==> src/rtl/io_port_bank_if.sv <==
// CPU-side data-memory I/O bus for io_port_bank: word-aligned byte address, write strobe,
// write data and combinational read data.

interface io_port_bank_if;
    logic [7:0]  io_addr;
    logic        io_we;
    logic [31:0] io_wdata;
    logic [31:0] io_rdata;

    modport master (
        output io_addr,
        output io_we,
        output io_wdata,
        input  io_rdata
    );

    modport slave (
        input  io_addr,
        input  io_we,
        input  io_wdata,
        output io_rdata
    );
endinterface

==> src/rtl/io_port_bank.sv <==
// Memory-mapped I/O bank: debounced switch input ports with sticky change flags, and output
// registers each driving a two-digit active-low 7-segment pair via sequential double-dabble.

module io_port_bank #(
    parameter int unsigned NUM_IN          = 2,
    parameter int unsigned SW_PER_IN       = 5,
    parameter int unsigned NUM_OUT         = 3,
    parameter int unsigned DEBOUNCE_CYCLES = 16,
    parameter bit          LZ_BLANK        = 1'b0
) (
    input  logic                        clk,
    input  logic                        reset,
    io_port_bank_if.slave               bus,
    input  logic [NUM_IN*SW_PER_IN-1:0] sw,
    output logic [14*NUM_OUT-1:0]       hex_out
);

    localparam int unsigned NumSw = NUM_IN * SW_PER_IN;
    localparam int unsigned CntW  = $clog2(DEBOUNCE_CYCLES);
    localparam logic [CntW-1:0] CntMax = CntW'(DEBOUNCE_CYCLES - 1);

    localparam logic [6:0]  SegDash  = 7'h3F;
    localparam logic [6:0]  SegBlank = 7'h7F;
    localparam logic [6:0]  SegZero  = 7'h40;
    localparam logic [13:0] HexReset = {(LZ_BLANK ? SegBlank : SegZero), SegZero};

    localparam logic [5:0] StatusWord = 6'd31;

    typedef enum logic [1:0] {
        StIdle,
        StConv,
        StLoad
    } conv_state_e;

    function automatic logic [6:0] seg7(input logic [3:0] d);
        logic [6:0] s;
        case (d)
            4'd0:    s = 7'h40;
            4'd1:    s = 7'h79;
            4'd2:    s = 7'h24;
            4'd3:    s = 7'h30;
            4'd4:    s = 7'h19;
            4'd5:    s = 7'h12;
            4'd6:    s = 7'h02;
            4'd7:    s = 7'h78;
            4'd8:    s = 7'h00;
            4'd9:    s = 7'h10;
            default: s = SegBlank;
        endcase
        return s;
    endfunction

    // One double-dabble step on {tens, ones, binary[6:0]}: add-3 correction, then shift left.
    function automatic logic [14:0] dd_step(input logic [14:0] v);
        logic [14:0] a;
        a = v;
        if (a[10:7] >= 4'd5) a[10:7] = a[10:7] + 4'd3;
        if (a[14:11] >= 4'd5) a[14:11] = a[14:11] + 4'd3;
        return {a[13:0], 1'b0};
    endfunction

    logic [5:0] word;
    assign word = bus.io_addr[7:2];

    logic unused_addr_lsbs;
    assign unused_addr_lsbs = ^bus.io_addr[1:0];

    // ---------------------------------------------------------------- input path
    logic [NumSw-1:0] sync1_q, sync2_q, deb_q, deb_d;
    logic [CntW-1:0]  cnt_q [NumSw];
    logic [CntW-1:0]  cnt_d [NumSw];

    always_comb begin
        deb_d = deb_q;
        for (int s = 0; s < NumSw; s++) begin
            cnt_d[s] = '0;
            if (sync2_q[s] != deb_q[s]) begin
                if (cnt_q[s] == CntMax) begin
                    deb_d[s] = sync2_q[s];
                end else begin
                    cnt_d[s] = cnt_q[s] + 1'b1;
                end
            end
        end
    end

    always_ff @(posedge clk) begin
        if (reset) begin
            sync1_q <= '0;
            sync2_q <= '0;
            deb_q   <= '0;
            for (int s = 0; s < NumSw; s++) cnt_q[s] <= '0;
        end else begin
            sync1_q <= sw;
            sync2_q <= sync1_q;
            deb_q   <= deb_d;
            for (int s = 0; s < NumSw; s++) cnt_q[s] <= cnt_d[s];
        end
    end

    // ---------------------------------------------------------------- change flags
    logic [NUM_IN-1:0] flag_q, flag_set, flag_clr;
    logic              status_we;

    assign status_we = bus.io_we && (word == StatusWord);

    always_comb begin
        for (int i = 0; i < NUM_IN; i++) begin
            flag_set[i] = |(deb_d[i*SW_PER_IN +: SW_PER_IN] ^ deb_q[i*SW_PER_IN +: SW_PER_IN]);
        end
        flag_clr = status_we ? bus.io_wdata[NUM_IN-1:0] : '0;
    end

    // A set on the same edge as a W1C wins.
    always_ff @(posedge clk) begin
        if (reset) begin
            flag_q <= '0;
        end else begin
            flag_q <= (flag_q & ~flag_clr) | flag_set;
        end
    end

    // ---------------------------------------------------------------- output ports
    logic [NUM_OUT-1:0]    out_we;
    logic [32*NUM_OUT-1:0] out_flat;

    always_comb begin
        for (int j = 0; j < NUM_OUT; j++) begin
            out_we[j] = bus.io_we && (word == 6'(16 + j));
        end
    end

    for (genvar j = 0; j < NUM_OUT; j++) begin : g_out
        conv_state_e state_q;
        logic [31:0] out_q;
        logic [2:0]  step_q;
        logic [14:0] dd_q;
        logic [13:0] hex_q;

        always_ff @(posedge clk) begin
            if (reset) begin
                state_q <= StIdle;
                out_q   <= '0;
                step_q  <= '0;
                dd_q    <= '0;
                hex_q   <= HexReset;
            end else if (out_we[j]) begin
                // A new write always restarts conversion; any in-flight result is dropped.
                out_q   <= bus.io_wdata;
                dd_q    <= {8'h00, bus.io_wdata[6:0]};
                step_q  <= '0;
                state_q <= StConv;
            end else begin
                unique case (state_q)
                    StConv: begin
                        dd_q   <= dd_step(dd_q);
                        step_q <= step_q + 3'd1;
                        if (step_q == 3'd6) state_q <= StLoad;
                    end
                    StLoad: begin
                        if (out_q > 32'd99) begin
                            hex_q <= {SegDash, SegDash};
                        end else begin
                            hex_q <= {((LZ_BLANK && dd_q[14:11] == 4'd0) ? SegBlank
                                                                           : seg7(dd_q[14:11])),
                                      seg7(dd_q[10:7])};
                        end
                        state_q <= StIdle;
                    end
                    default: state_q <= StIdle;
                endcase
            end
        end

        assign out_flat[32*j +: 32] = out_q;
        assign hex_out[14*j +: 14]  = hex_q;
    end

    // ---------------------------------------------------------------- read mux
    logic [31:0] rdata;

    always_comb begin
        rdata = '0;
        for (int i = 0; i < NUM_IN; i++) begin
            if (word == 6'(i)) rdata = 32'(deb_q[i*SW_PER_IN +: SW_PER_IN]);
        end
        for (int j = 0; j < NUM_OUT; j++) begin
            if (word == 6'(16 + j)) rdata = out_flat[32*j +: 32];
        end
        if (word == StatusWord) rdata = 32'(flag_q);
    end

    assign bus.io_rdata = rdata;

endmodule

==> src/flat_wrapper.sv <==
// flat-port wrapper written by rule: the top's interface ports become plain ports
module io_port_bank_flat 
#(
    parameter int unsigned NUM_IN          = 2,
    parameter int unsigned SW_PER_IN       = 5,
    parameter int unsigned NUM_OUT         = 3,
    parameter int unsigned DEBOUNCE_CYCLES = 16,
    parameter bit          LZ_BLANK        = 1'b0
)
  (clk, reset, sw, hex_out, bus_io_addr, bus_io_we, bus_io_wdata, bus_io_rdata);
  io_port_bank_if bus_i ();
  input  logic clk;
  input  logic reset;
  input  logic [NUM_IN*SW_PER_IN-1:0] sw;
  output logic [14*NUM_OUT-1:0] hex_out;
  input wire logic [$bits(bus_i.io_addr)-1:0] bus_io_addr;
  input wire logic [$bits(bus_i.io_we)-1:0] bus_io_we;
  input wire logic [$bits(bus_i.io_wdata)-1:0] bus_io_wdata;
  output wire logic [$bits(bus_i.io_rdata)-1:0] bus_io_rdata;
  assign bus_i.io_addr = bus_io_addr;
  assign bus_i.io_we = bus_io_we;
  assign bus_i.io_wdata = bus_io_wdata;
  assign bus_io_rdata = bus_i.io_rdata;
  io_port_bank #(.NUM_IN(NUM_IN), .SW_PER_IN(SW_PER_IN), .NUM_OUT(NUM_OUT), .DEBOUNCE_CYCLES(DEBOUNCE_CYCLES), .LZ_BLANK(LZ_BLANK)) u_core (.clk(clk), .reset(reset), .bus(bus_i), .sw(sw), .hex_out(hex_out));
endmodule
==> config.mk <==
export PLATFORM = sky130hd
export DESIGN_NAME = io_port_bank_flat
export DESIGN_NICKNAME = d
export VERILOG_FILES = /design/src/rtl/io_port_bank_if.sv /design/src/rtl/io_port_bank.sv /design/src/flat_wrapper.sv
export SDC_FILE = /design/constraint.sdc
export NUM_CORES = 1
export LEC_CHECK = 0
export CAP_MARGIN = 20
export CORE_MARGIN = 2
export CORE_UTILIZATION = 34
export CTS_BUF_LIST = sky130_fd_sc_hd__clkbuf_4 sky130_fd_sc_hd__clkbuf_8
export DETAILED_ROUTE_END_ITERATION = 8
export PLACE_DENSITY = 0.6
export SLEW_MARGIN = 40
export SYNTH_ARGS = -nofsm -noshare
export SYNTH_HDL_FRONTEND = slang
export SYNTH_SLANG_ARGS = --single-unit
==> constraint.sdc <==
create_clock -name clk -period 3.46 [get_ports clk]
set_input_delay 0.692 -clock clk [delete_from_list [all_inputs] [get_ports clk]]
set_output_delay 0.692 -clock clk [all_outputs]
set_load 0.01 [all_outputs]
## Word level (Yosys, flattened, before mapping)

Memories as Yosys holds them, arrays and structs flattened. A register that Yosys moved wholly into a read port is not among the register bits.
Index checks and enable logic that the tools add are counted.

| word-level totals | value |
|---|---|
| input port bits | 53 |
| memories | 7 |
| ROM bits | 672 |
| bits in latches | 0 |
| bits in writable memories | 40 |
| word-level logic and storage cells | 233 |
| flip-flop bits (word level) | 230 |
| output and inout port bits | 74 |

| operators by class | value |
|---|---|
| shift-type cells | 0 |
| muxes and demuxes | 96 |
| reductions and logical operators | 19 |
| equality and inequality tests | 37 |
| order comparisons | 9 |
| add/subtract/negate cells | 19 |
| div/mod/pow operators | 0 |
| multipliers | 0 |
| bitwise logic cells | 21 |

Memory list:

| memory | words | bits a word | rd ports | clocked after Yosys merged registers in | wr ports | line | text |
|---|---|---|---|---|---|---|---|
| (no name shown) | 16 | 7 | 1 | 1 | 0 | io_port_bank.sv:37 | `case (d)` |
| (no name shown) | 16 | 7 | 1 | 1 | 0 | io_port_bank.sv:37 |  |
| (no name shown) | 16 | 7 | 1 | 1 | 0 | io_port_bank.sv:37 |  |
| (no name shown) | 16 | 7 | 1 | 1 | 0 | io_port_bank.sv:37 |  |
| (no name shown) | 16 | 7 | 1 | 1 | 0 | io_port_bank.sv:37 |  |
| (no name shown) | 16 | 7 | 1 | 1 | 0 | io_port_bank.sv:37 |  |
| +1 memories | n/a | n/a | n/a | n/a | n/a | n/a |  |

Operators by type and width:

| kind | number |
|---|---|
| 2-to-1 mux 4 bit | 45 |
| 2-to-1 mux 32 bit | 4 |
| > comparator 32 x 7 -> 1 bit, second input constant | 3 |
| 2-to-1 mux 14 bit | 3 |
| 2-to-1 mux 7 bit | 6 |
| adder 4 x 1 -> 4 bit, second input constant | 10 |
| equality test 4 bit, second input constant | 10 |
| 2-to-1 mux 1 bit | 32 |
| equality test 6 x 5 -> 1 bit, second input constant | 4 |
| >= comparator 4 x 3 -> 1 bit, second input constant | 6 |
| adder 4 x 2 -> 4 bit, second input constant | 3 |
| 2-to-1 mux 5 bit | 2 |
| inequality test 1 bit | 10 |
| OR 1 bit | 10 |
| OR reduction 5 bit | 2 |
| bitwise XOR 5 bit | 2 |
| adder 3 x 1 -> 3 bit, second input constant | 3 |
| adder 3 x 2 -> 3 bit, second input constant | 3 |
| equality test 3 bit, second input constant | 3 |
| 2-to-1 mux 3 bit | 3 |
| inequality test 3 x 1 -> 1 bit, second input constant | 3 |
| OR reduction 3 bit | 3 |
| equality test 2 x 1 -> 1 bit, second input constant | 3 |
| equality test 2 bit, second input constant | 3 |
| other kinds (11) | 25 |

## Logic depth before layout (Yosys ltp)

Gate-level depths: netlist of the first run.

| logic depth | value |
|---|---|
| word-level depth | 7 |
| mapped depth | 11 |
| mapped depth without buffers | 11 |

## Worst setup path after synthesis of the first run

Ideal clock, no wire load.

| path | value |
|---|---|
| kind | in2out |
| start point | in bus_io_addr[4] |
| end point | out bus_io_rdata[0] |
| path buffers | 2 |
| setup slack | 730 ps |
| required time | 2,768 ps |
| stages on the path | 7 |
| data arrival time | 2,038 ps |
| path through | or4b_1 > buf_2 > buf_6 > nor2_4 > a22oi_1 > a31oi_1 > a21o_1 |

| between the ends | value |
|---|---|
| longest elaborated chain between the ends | 7 |
| elaborated cells on any way between the ends | 12 |
| classes of those cells | eq/ne (5); mux (6); reduce/logical (1) |

RTL lines:

| item | line | text |
|---|---|---|
| start: declaration | flat_wrapper.sv:16 | `input wire logic [$bits(bus_i.io_addr)-1:0] bus_io_addr;` |
| zero test 6 bit | io_port_bank.sv:185 | `if (word == 6'(i)) rdata = 32'(deb_q[i*SW_PER_IN +: SW_PER_IN]);` |
| 2-to-1 mux 5 bit (2 in a row) | io_port_bank.sv:185 |  |
| 2-to-1 mux 32 bit (3 in a row) | io_port_bank.sv:188 | `if (word == 6'(16 + j)) rdata = out_flat[32*j +: 32];` |
| 2-to-1 mux 32 bit * | io_port_bank.sv:190 | `if (word == StatusWord) rdata = 32'(flag_q);` |
| end: declaration | flat_wrapper.sv:19 | `output wire logic [$bits(bus_i.io_rdata)-1:0] bus_io_rdata;` |

Mark *: on every way between the ends. The rest lies on a longest branch, timed or not.

## Worst setup path in the final report of the first run

| path | value |
|---|---|
| start point | in bus_io_addr[4] |
| end point | out bus_io_rdata[5] |

| between the ends | value |
|---|---|
| longest elaborated chain between the ends | 5 |
| elaborated cells on any way between the ends | 8 |
| classes of those cells | eq/ne (4); mux (4) |

RTL lines:

| item | line |
|---|---|
| equality test 6 x 5 -> 1 bit | io_port_bank.sv:188 |
| 2-to-1 mux 32 bit (3 in a row) | io_port_bank.sv:188 |
| 2-to-1 mux 32 bit * | io_port_bank.sv:190 |

Marked as above.

==> impl_results.md, run 1 <==
- Status: completed
- Cells after Synth: 1,698
- Grt met1 use: 22.3%
- Flop pwr share: 47.7%
- CP required: 2.77 ns
- CP endpoint kind: output port
- CP Class: input port to output port
- DRC Markers: 0
- Vias: 12,300
- Tcrit/Tclk final: 98.4%
- Layout area overhead: 21.9%
- M2 GR Usage: 28.0%
- WHS: 0.439 ns
- Die W: 207 um
- Initial Util: 34.4%
- Clk_lat worst skew: 0.61 ns
- Int Power: 0.00590 W
- Post-synth net total: 1,809
- Final Max Slew Viols: 0
- Max-cap viol count: 0
- Max_slew headroom: 47.9%
- Synth Warn #: 0
- Main flop type after synthesis: dfxtp_1
- Power, Total: 0.00760 W
- Postcts setup bufs: 0
- Startpoint type of the worst setup path: input port
- Total gr overflow: 0
- DR WL/cell: 15.3 um
- Yosys cell types: 73
- Ratio of cells with drive above 1 in the final layout: 9.89%
- Synthesized area: 14,100 sq um
- Worst-Margin Slew: 0.781 ns
- Area occupied by multi-input gates: 7230 sq um
- Top post-synthesis cells by area: dfxtp_1 44%, nand2_1 8.6%, a21oi_1 6.2%, nor2_1 5.6%, ha_1 5.2%
- CTS Buf Count: 54
- Die area: 43,000 sq um
- Global-route wire length before repair: 61,000 um
- Initial antenna violation count: 1
- Syn_area_per_cell: 8.28 sq um
- DP Wirelength: 25,300 um
- RD Place Congestion: 0.834
- P_leak: 6.56 nW
- Io pins: 127
- Antenna cells: 0
- Busiest grt layer: met2
- CTS tree: done
- Most common cell after layout, fill and taps aside: nand2_1
- Yosys reg bits: 312
- Largest net degree at the start of global routing: 91
- Comb power frac: 4.2%
- Final core occ: 42.0%
- Max Clock Freq: 0.294 GHz
- Vias/cell: 5.13
- Worst-path clk slew: 0.06 ns
- Min Tclk post-route: 3.41 ns
- Gr usage total: 16.9%
- Switch share: 22.4%
- # fillers: 4,106
- Clock Power Share: 48.1%
- Register area share after synthesis: 44.4%
- Number of global-route vias before repair: 12,000
- Drt first pass iters: 5
- CORE AREA: 40,800 sq um
- Arrival time at the worst endpoint: 2.71 ns
- Reg area: 6250 sq um
- Starting DRC count in detailed routing: 630
- Clk buf depth: 3
- Worst min path class: register to register
- Commonest non-fill, non-tap cells in the layout: 322 x nand2_1, 312 x dfxtp_1, 208 x nor2_1, 173 x a21oi_1, 90 x clkdlybuf4s50_1
- CTS H-Tree Depth: 2
- Synth area leader: dfxtp_1
- Critical path peak fanout: 4
- VDD IR max: 280 uV
- Post-synth EDFFs: 0
- Fraction of registers with async set/reset: 0%
- Die Span Y: 207 um
- RSZ-0062 raised after global routing: yes
- Switch Pwr: 0.00170 W
- # hold bufs at CTS: 0
- IO buf count: 124
- Routed WL: 36,800 um
- Power Dens Cells: 444 nW/um^2
- Layout Cells excl Fill: 2,402
- CTS Sinks: 312
- Final Net Count: 1,942
- Top cell type's share of synthesized area: 44.4%
- Routed Antenna Nets: 0
- Met3 usage: 2.71%
- Skew final: 0.0232 ns
- Number of cell rows: 74
- CTS Root Cell: clkbuf_8
- Final hold violations: 0
- Placed Instances: 2,307
- Setup violators final: 0
-- per-stage QoR --
step                cell area [sq um]  setup TNS, ns  setup WS, ns
finish                          17100              0        0.0549
global route                    17100        -0.0105      -0.00786
CTS                             17100              0       0.00283
detailed placement              16000          -3.21        -0.307
global placement                15900          -1.99        -0.280
floorplan                       14100              0         0.730
-- logic make-up (layout without fill, tap and decap cells) --
logic type | after synthesis | count (layout) | share of synthesized area [%]
AOI/OAI and AO/OA | 384 | 384 | 17.9
adders and majority gates | 58 | 58 | 5.16
muxes | 44 | 44 | 3.14
xor gates and xnor gates | 34 | 34 | 2.12
buffers and inverters | 139 | 311 | 4.27
and+or+nand+nor | 727 | 727 | 23.0
DFF | 312 | 312 | 44.4
-- path summary, 6_finish.rpt --
kind,start,to,slack (ns),cells past startpoint
worst min register to register,u_core.sync1_q[5]$_SDFF_PP0_,u_core.sync2_q[5]$_SDFF_PP0_,0.44,1
worst max-delay path,bus_io_addr[4],bus_io_rdata[5],0.05,6
worst min-delay path,u_core.sync1_q[5]$_SDFF_PP0_,u_core.sync2_q[5]$_SDFF_PP0_,0.44,1
worst max register to register,u_core.g_out[1].dd_q[7]$_SDFFE_PP0N_,register,0.84,11
-- power groups by stage --
stage	Combinational (W)	Clock, W	Sequential (W)
global placement	0.000315	0	0.00371
floorplan	0.000166	0	0.00370
detailed placement	0.000319	0	0.00371
CTS	0.000322	0.00378	0.00363
finish	0.000319	0.00366	0.00363
global route	0.000347	0.00394	0.00363
-- critical path: stages --
cell and delay [ns]:
clkdlybuf4s50_1 0.45, or4b_1 0.56, buf_4 0.20, buf_4 0.15, nor2_1 0.10, clkdlybuf4s50_1 0.56
-- area by class of cell --
cell class                      count  area share (%)
Clock buffer                       89            6.49
Clock inverter                      6           0.482
Inverter                           42           0.920
Multi-Input combinational cell   1247            42.2
Sequential cell                   312            36.4
Tap cell                          532            3.88
Timing Repair Buffer              174            9.61
-- synthesized netlist by cell type, types with 5 or more instances --
cell         n
o311a_1      7
dfxtp_1    312
buf_2       30
mux2i_1     43
nand2_1    322
a21oi_1    174
nor3_1      25
a2bb2oi_1    7
nor4_1      16
a22oi_1     22
a31oi_1     14
a2111o_1     5
xor2_1      13
o21ai_0     39
nor4bb_1     5
inv_1       39
and2_1       9
o211ai_1    12
nor2b_1     29
xnor2_1     21
buf_1       10
a211oi_1    45
nand3_1     48
nand4_1     11
and3_1      15
clkbuf_1    50
ha_1        58
a211oi_2     6
nor2_1     208
nand2b_1    16
-- layer usage --
metal  share of wire (%)  wire [um]
met1                  48      17600
met2                  45      16700
met3                 4.5       1660
met4                 2.3        855
met5               0.043         16
-- repair_timing --
item	CTS	global route
gates resized for setup	34	4
endpoints found under the setup margin	31	4
hold endpoints to repair	0	0
pin swaps	0	1
(Power assumes the default switching activity.)
==> inputs of run 2 (changes only) <==
--- a/config.mk
+++ b/config.mk
@@ -7,10 +7,9 @@
 export LEC_CHECK = 0
 export CAP_MARGIN = 20
 export CORE_MARGIN = 2
-export CORE_UTILIZATION = 34
-export CTS_BUF_LIST = sky130_fd_sc_hd__clkbuf_4 sky130_fd_sc_hd__clkbuf_8
+export CORE_UTILIZATION = 25
 export DETAILED_ROUTE_END_ITERATION = 8
-export PLACE_DENSITY = 0.6
+export PLACE_DENSITY = 0.49
 export SLEW_MARGIN = 40
 export SYNTH_ARGS = -nofsm -noshare
 export SYNTH_HDL_FRONTEND = slang
==> constraint.sdc (replaced) <==
create_clock -name clk -period 3.46 [get_ports clk]
set_input_delay 0.865 -clock clk [delete_from_list [all_inputs] [get_ports clk]]
set_output_delay 0.865 -clock clk [all_outputs]
set_load 0.01 [all_outputs]
==> run 2 against run 1 <==
Effect of this change:
- hold slack lost 0.00079 ns
- first-iteration DRC count grew 22%
- non-clock buffer count grew 26
- clock skew shrank 0.0045 ns
- critical path type unchanged
- critical endpoint is now bus_io_rdata[1]
- largest power group unchanged
==> impl_results.md, run 2 (same netlist as run 1, synthesis figures left out) <==
- DP Wirelength: 28,200 um (+11%)
- Setup violators final: 0 (unchanged)
- Clk_lat worst skew: 0.54 ns (-0.07 ns)
- Clock Power Share: 49.5% (+1.4 points)
- Startpoint type of the worst setup path: input port
- CTS H-Tree Depth: 2 (unchanged)
- Final Net Count: 1,952 (+0.51%)
- CP endpoint kind: output port
- Tcrit/Tclk final: 97.2% (-1.2 points)
- Comb power frac: 4.3% (about the same)
- Initial antenna violation count: 5 (+4)
- Final hold violations: 0 (unchanged)
- Routed Antenna Nets: 0 (unchanged)
- Place WS: -0.665 ns (-0.358 ns)
- Routed WL: 39,500 um (+7.4%)
- Skew final: 0.0187 ns (-0.00449 ns)
- Max-cap viol count: 0 (unchanged)
- Die area: 58,100 sq um (+35%)
- Clk buf depth: 3 (unchanged)
- P_leak: 6.65 nW (+1.4%)
- Die Span Y: 241 um (+16%)
- Critical path peak fanout: 8 (+4)
- CORE AREA: 55,300 sq um (+35%)
- VDD IR max: 272 uV (-2.8%)
- Commonest non-fill, non-tap cells in the layout: 322 x nand2_1, 312 x dfxtp_1, 207 x nor2_1, 171 x a21oi_1, 86 x clkdlybuf4s50_1
- Vias/cell: 4.69 (-8.4%)
- Worst min path class: register to register
- Antenna cells: 0 (unchanged)
- Min Tclk post-route: 3.36 ns (-0.0424 ns)
- Int Power: 0.00611 W (+3.5%)
- Arrival time at the worst endpoint: 2.50 ns (-0.21 ns)
- Switch share: 22.3% (-0.13 points)
- Final core occ: 32.0% (-10 points)
- Io pins: 127 (unchanged)
- Largest net degree at the start of global routing: 76 (-16%)
- Starting DRC count in detailed routing: 771 (+22%)
- Vias: 12,300 (-0.41%)
- Status: completed
- DR WL/cell: 15.1 um (-1.3%)
- Worst-path clk slew: 0.05 ns (about the same)
- Max_slew headroom: 51.4% (+3.5 points)
- Die W: 241 um (+16%)
- IO buf count: 124 (unchanged)
- # hold bufs at CTS: 0 (unchanged)
- DRC Markers: 0 (unchanged)
- Total gr overflow: 0 (unchanged)
- CTS Root Cell: clkbuf_16
- CP Class: input port to output port
- CTS Buf Count: 38 (-30%)
- CP required: 2.59 ns (-0.18 ns)
- Number of cell rows: 86 (+16%)
- # fillers: 5,859 (+43%)
- CTS Sinks: 312 (unchanged)
- Power, Total: 0.00786 W (+3.3%)
- Initial Util: 25.4% (-9.0 points)
- CTS tree: done
- Number of global-route vias before repair: 11,700 (-2.4%)
- Switch Pwr: 0.00175 W (+2.7%)
- Flop pwr share: 46.2% (-1.5 points)
- Worst-Margin Slew: 0.729 ns (-0.0518 ns)
- Drt first pass iters: 5 (unchanged)
- Global-route wire length before repair: 63,100 um (+3.5%)
- Gr usage total: 13.5% (-3.4 points)
- Worst reg-to-reg path cell count: 8 (-3)
- Power Dens Cells: 444 nW/um^2 (about the same)
- Layout area overhead: 25.9%
- WHS: 0.438 ns (-0.000786 ns)
- Max Clock Freq: 0.297 GHz (+1.3%)
- Setup WS post-layout: 0.0973 ns (+0.0424 ns)
- RSZ-0062 raised after global routing: no
- WHS Path Cells: 1 (unchanged)
- RD Place Congestion: 0.807 (-3.2%)
- Most common cell after layout, fill and taps aside: nand2_1
- Final Max Slew Viols: 0 (unchanged)
- Ratio of cells with drive above 1 in the final layout: 10.1% (+0.19 points)
-- run 2: cell count changes in the layout (fill, tap and decap cells not counted), sizes merged --
cell           delta
clkdlybuf4s15     +1
buf              +28
dlygate4sd2       -1
clkinvlp          +1
dlymetal6s2s      -2
clkdlybuf4s50     -4
clkbuf           -30
inv               +1
clkinv            +1
-- run 2: layout make-up --
| cell class | count | area (sq um) | share of cell area, % |
|---|---|---|---|
| multi-input cells | 1247 | 7270 | 41.1 |
| flip-flops and latches | 312 | 6250 | 35.3 |
| repair buffers | 200 | 1870 | 10.6 |
| clock buffers | 55 | 1110 | 6.25 |
| well taps | 748 | 936 | 5.29 |
| inverters | 42 | 158 | 0.891 |
| clock inverters | 9 | 104 | 0.587 |
-- run 2: worst paths after layout --
path / end / slack [ns] / startpoint
max: bus_io_rdata[1] / 0.1 / bus_io_addr[2]
min: u_core.sync2_q[7]$_SDFF_PP0_ / 0.44 / u_core.sync1_q[7]$_SDFF_PP0_
min reg2reg: u_core.sync2_q[7]$_SDFF_PP0_ / 0.44 / u_core.sync1_q[7]$_SDFF_PP0_
max reg2reg: register / 0.70 / u_core.g_out[1].state_q[0]$_SDFFE_PP0P_
-- run 2: power groups by stage --
| stage | Combinational (W) | Clock, W | Sequential [W] |
|---|---|---|---|
| 2_1_floorplan | 0.000166 | 0 | 0.00370 |
| 3_3_place_gp | 0.000335 | 0 | 0.00371 |
| 3_5_place_dp | 0.000337 | 0 | 0.00371 |
| 4_1_cts | 0.000340 | 0.00403 | 0.00363 |
| 5_1_grt | 0.000368 | 0.00416 | 0.00363 |
| 6_report | 0.000338 | 0.00389 | 0.00363 |
-- run 2: worst max-delay path, cell delays in order --
cell and delay, ns:
clkdlybuf4s50_1 0.51, buf_12 0.15, nand2b_1 0.12, nor2_2 0.20, a22oi_1 0.11, a31oi_1 0.18
a21o_1 0.19, buf_2 0.16
-- run 2: metal layers --
metal | vias up | GRT usage (%) | share of wire, %
met4 | 6 | 3.80 | 2.0
met3 | 58 | 2.91 | 5.3
met2 | 279 | 21.0 | 44
met5 | - | 0 | 0.086
met1 | 5767 | 18.9 | 49
li1 | 6152 | - | -
-- run 2: metrics by stage --
stage | cells | setup TNS, ns | area (sq um)
6_report | 2613 | 0 | 17700
5_1_grt | 2613 | 0 | 17700
4_1_cts | 2613 | 0 | 17700
3_5_place_dp | 2549 | -13.91 | 16500
3_3_place_gp | 2547 | -14.00 | 16400
2_1_floorplan | 1698 | 0 | 14100
-- run 2: what timing repair did --
item                       in CTS  in global routing
gates resized for setup        61                 13
hold endpoints to repair        0                  0
buffers inserted                0                  1
setup endpoints to repair      32                  9
pin swaps                       5                  7
==> inputs of run 3 (changes only) <==
--- a/config.mk
+++ b/config.mk
@@ -10,6 +10,7 @@
 export CORE_UTILIZATION = 25
 export DETAILED_ROUTE_END_ITERATION = 8
 export PLACE_DENSITY = 0.49
+export SKIP_LAST_GASP = 1
 export SLEW_MARGIN = 40
 export SYNTH_ARGS = -nofsm -noshare
 export SYNTH_HDL_FRONTEND = slang
==> run 3 against run 2 <==
Effect of this change:
- combinational power about the same
- core utilization about the same
- register-to-register slack about the same
- sequential power about the same
- highest routed layer unchanged
- largest cell class unchanged
- cell area about the same
- maximum frequency down 2.6%
- first-iteration DRC count unchanged
- non-clock buffer count unchanged
- largest power group unchanged
==> impl_results.md, run 3 (same netlist as run 1, synthesis figures left out) <==
- Largest net degree at the start of global routing: 76 (unchanged)
- Layout area overhead: 25.9% (about the same)
- Status: completed
- Max Clock Freq: 0.290 GHz (-2.6%)
- Most common cell after layout, fill and taps aside: nand2_1
- Area occupied by multi-input gates: 7270 sq um (unchanged)
- Startpoint type of the worst setup path: input port
- Flop pwr share: 46.2% (about the same)
- CP Class: input port to output port
- Setup violators final: 0 (unchanged)
- Vias/cell: 4.70 (+0.13%)
- Arrival time at the worst endpoint: 2.59 ns (+0.09 ns)
- CP required: 2.59 ns (about the same)
- Starting DRC count in detailed routing: 771 (unchanged)
- Die Span Y: 241 um (unchanged)
- # fillers: 5,859 (unchanged)
- P_leak: 6.65 nW (about the same)
- Global-route wire length before repair: 63,100 um (unchanged)
- Tcrit/Tclk final: 99.8% (+2.6 points)
- CORE AREA: 55,300 sq um (unchanged)
- CTS Buf Count: 38 (unchanged)
- DRC Markers: 0 (unchanged)
- Clock Power Share: 49.5% (about the same)
- CP max-delay cell: or4_4
- Switch Pwr: 0.00175 W (about the same)
- RSZ-0062 raised after global routing: yes
- Reg area: 6250 sq um (unchanged)
- VDD IR max: 272 uV (about the same)
- Total gr overflow: 0 (unchanged)
- DR WL/cell: 15.1 um (about the same)
- Clk_lat worst skew: 0.54 ns (about the same)
- Io pins: 127 (unchanged)
- Worst-path clk slew: 0.05 ns (about the same)
- DP Wirelength: 28,200 um (unchanged)
- Clk buf depth: 3 (unchanged)
- Routed WL: 39,500 um (about the same)
- Die W: 241 um (unchanged)
- Switch share: 22.3% (about the same)
- Antenna cells: 0 (unchanged)
- Layout Cells excl Fill: 2,613 (unchanged)
- Comb power frac: 4.3% (about the same)
- IO buf count: 124 (unchanged)
- Crit-path cells: clkdlybuf4s15_1 > or4_4 > nor3_2 > buf_4 > a22oi_1 > a31oi_1 > a21o_1 > buf_2
- Vias: 12,300 (+0.13%)
- Skew final: 0.0189 ns (+0.000187 ns)
- Min Tclk post-route: 3.45 ns (+0.0889 ns)
- Number of cell rows: 86 (unchanged)
- Gr usage total: 13.5% (unchanged)
- Placed Instances: 2,549 (unchanged)
- RD Place Congestion: 0.807 (unchanged)
- Commonest non-fill, non-tap cells in the layout: 322 x nand2_1, 312 x dfxtp_1, 207 x nor2_1, 171 x a21oi_1, 86 x clkdlybuf4s50_1
- Worst-Margin Slew: 0.729 ns (-0.000188 ns)
- Drt first pass iters: 5 (unchanged)
- Int Power: 0.00611 W (about the same)
- Routed Antenna Nets: 0 (unchanged)
- CP endpoint kind: output port
- Max incr delay on CP: 0.56 ns (+0.05 ns)
- CTS Sinks: 312 (unchanged)
- Worst min path class: register to register
- Critical path peak fanout: 4 (-4)
- CTS Root Cell: clkbuf_16
- Final Net Count: 1,952 (unchanged)
- Power Dens Cells: 444 nW/um^2 (about the same)
- CTS tree: done
- Ratio of cells with drive above 1 in the final layout: 10.0% (-0.054 points)
- Number of global-route vias before repair: 11,700 (unchanged)
- Max_slew headroom: 51.4% (about the same)
- Max-cap viol count: 0 (unchanged)
- Initial antenna violation count: 5 (unchanged)
- Final Max Slew Viols: 0 (unchanged)
- Die area: 58,100 sq um (unchanged)
- Initial Util: 25.4% (unchanged)
- Final core occ: 32.0% (about the same)
- Final hold violations: 0 (unchanged)
- CTS H-Tree Depth: 2 (unchanged)
[run 3: changes by cell type in the layout (fill, tap and decap cells not counted)]
cell,before,now
buf_8,2,1
clkdlybuf4s15_1,0,1
clkbuf_2,4,3
buf_6,4,5
[run 3: routing by layer]
layer,global-route usage (%),routed length (um)
met4,3.80,797
met2,21.0,17200
met3,2.91,2130
met5,0,34
met1,18.9,19400
[run 3: path summary, 6_finish.rpt]
check	slack, ns	to	startpoint	cells past startpoint
hold / removal	0.44	u_core.sync2_q[7]$_SDFF_PP0_	u_core.sync1_q[7]$_SDFF_PP0_	1
hold reg to reg	0.44	u_core.sync2_q[7]$_SDFF_PP0_	u_core.sync1_q[7]$_SDFF_PP0_	1
setup / recovery	0.008	bus_io_rdata[1]	bus_io_addr[6]	8
setup reg to reg	0.71	register	u_core.g_out[1].state_q[0]$_SDFFE_PP0P_	8
[run 3: repair_timing]
item	4_1_cts	5_1_grt
pin swaps	5	6
gates resized for setup	61	11
setup buffers	0	1
hold buffers	0	0
setup endpoints to repair	32	9
[run 3: cell type report]
class,instances,share of cell area (%)
inverters,42,0.891
repair buffers,200,10.6
flip-flops and latches,312,35.3
clock inverters,9,0.587
clock buffers,55,6.25
well taps,748,5.29
multi-input cells,1247,41.1
[run 3: power groups by stage]
stage	clock network, W	registers [W]	logic [W]
global route	0.00416	0.00363	0.000368
detailed placement	0	0.00371	0.000337
global placement	0	0.00371	0.000335
CTS	0.00403	0.00363	0.000340
finish	0.00389	0.00363	0.000338
floorplan	0	0.00370	0.000166
[run 3: stage by stage]
stage          setup slack, ns  hold WS [ns]  setup TNS [ns]  instance area [sq um]  total power (W)
6_report               0.00837         0.438               0                  17700          0.00786
3_5_place_dp            -0.665         0.428          -13.91                  16500          0.00405
3_3_place_gp            -0.677         0.427          -14.00                  16400          0.00404
4_1_cts                 0.0234         0.437               0                  17700          0.00800
2_1_floorplan            0.384         0.414               0                  14100          0.00387
5_1_grt                -0.0289         0.459         -0.0317                  17700          0.00816
[run 3: worst max-delay path, delay by kind of cell]
kind,cells,cell delay (ns)
AO/OA/AOI/OAI,3,0.44
buffers and inverters,3,0.51
AND/OR/NAND/NOR,2,0.76
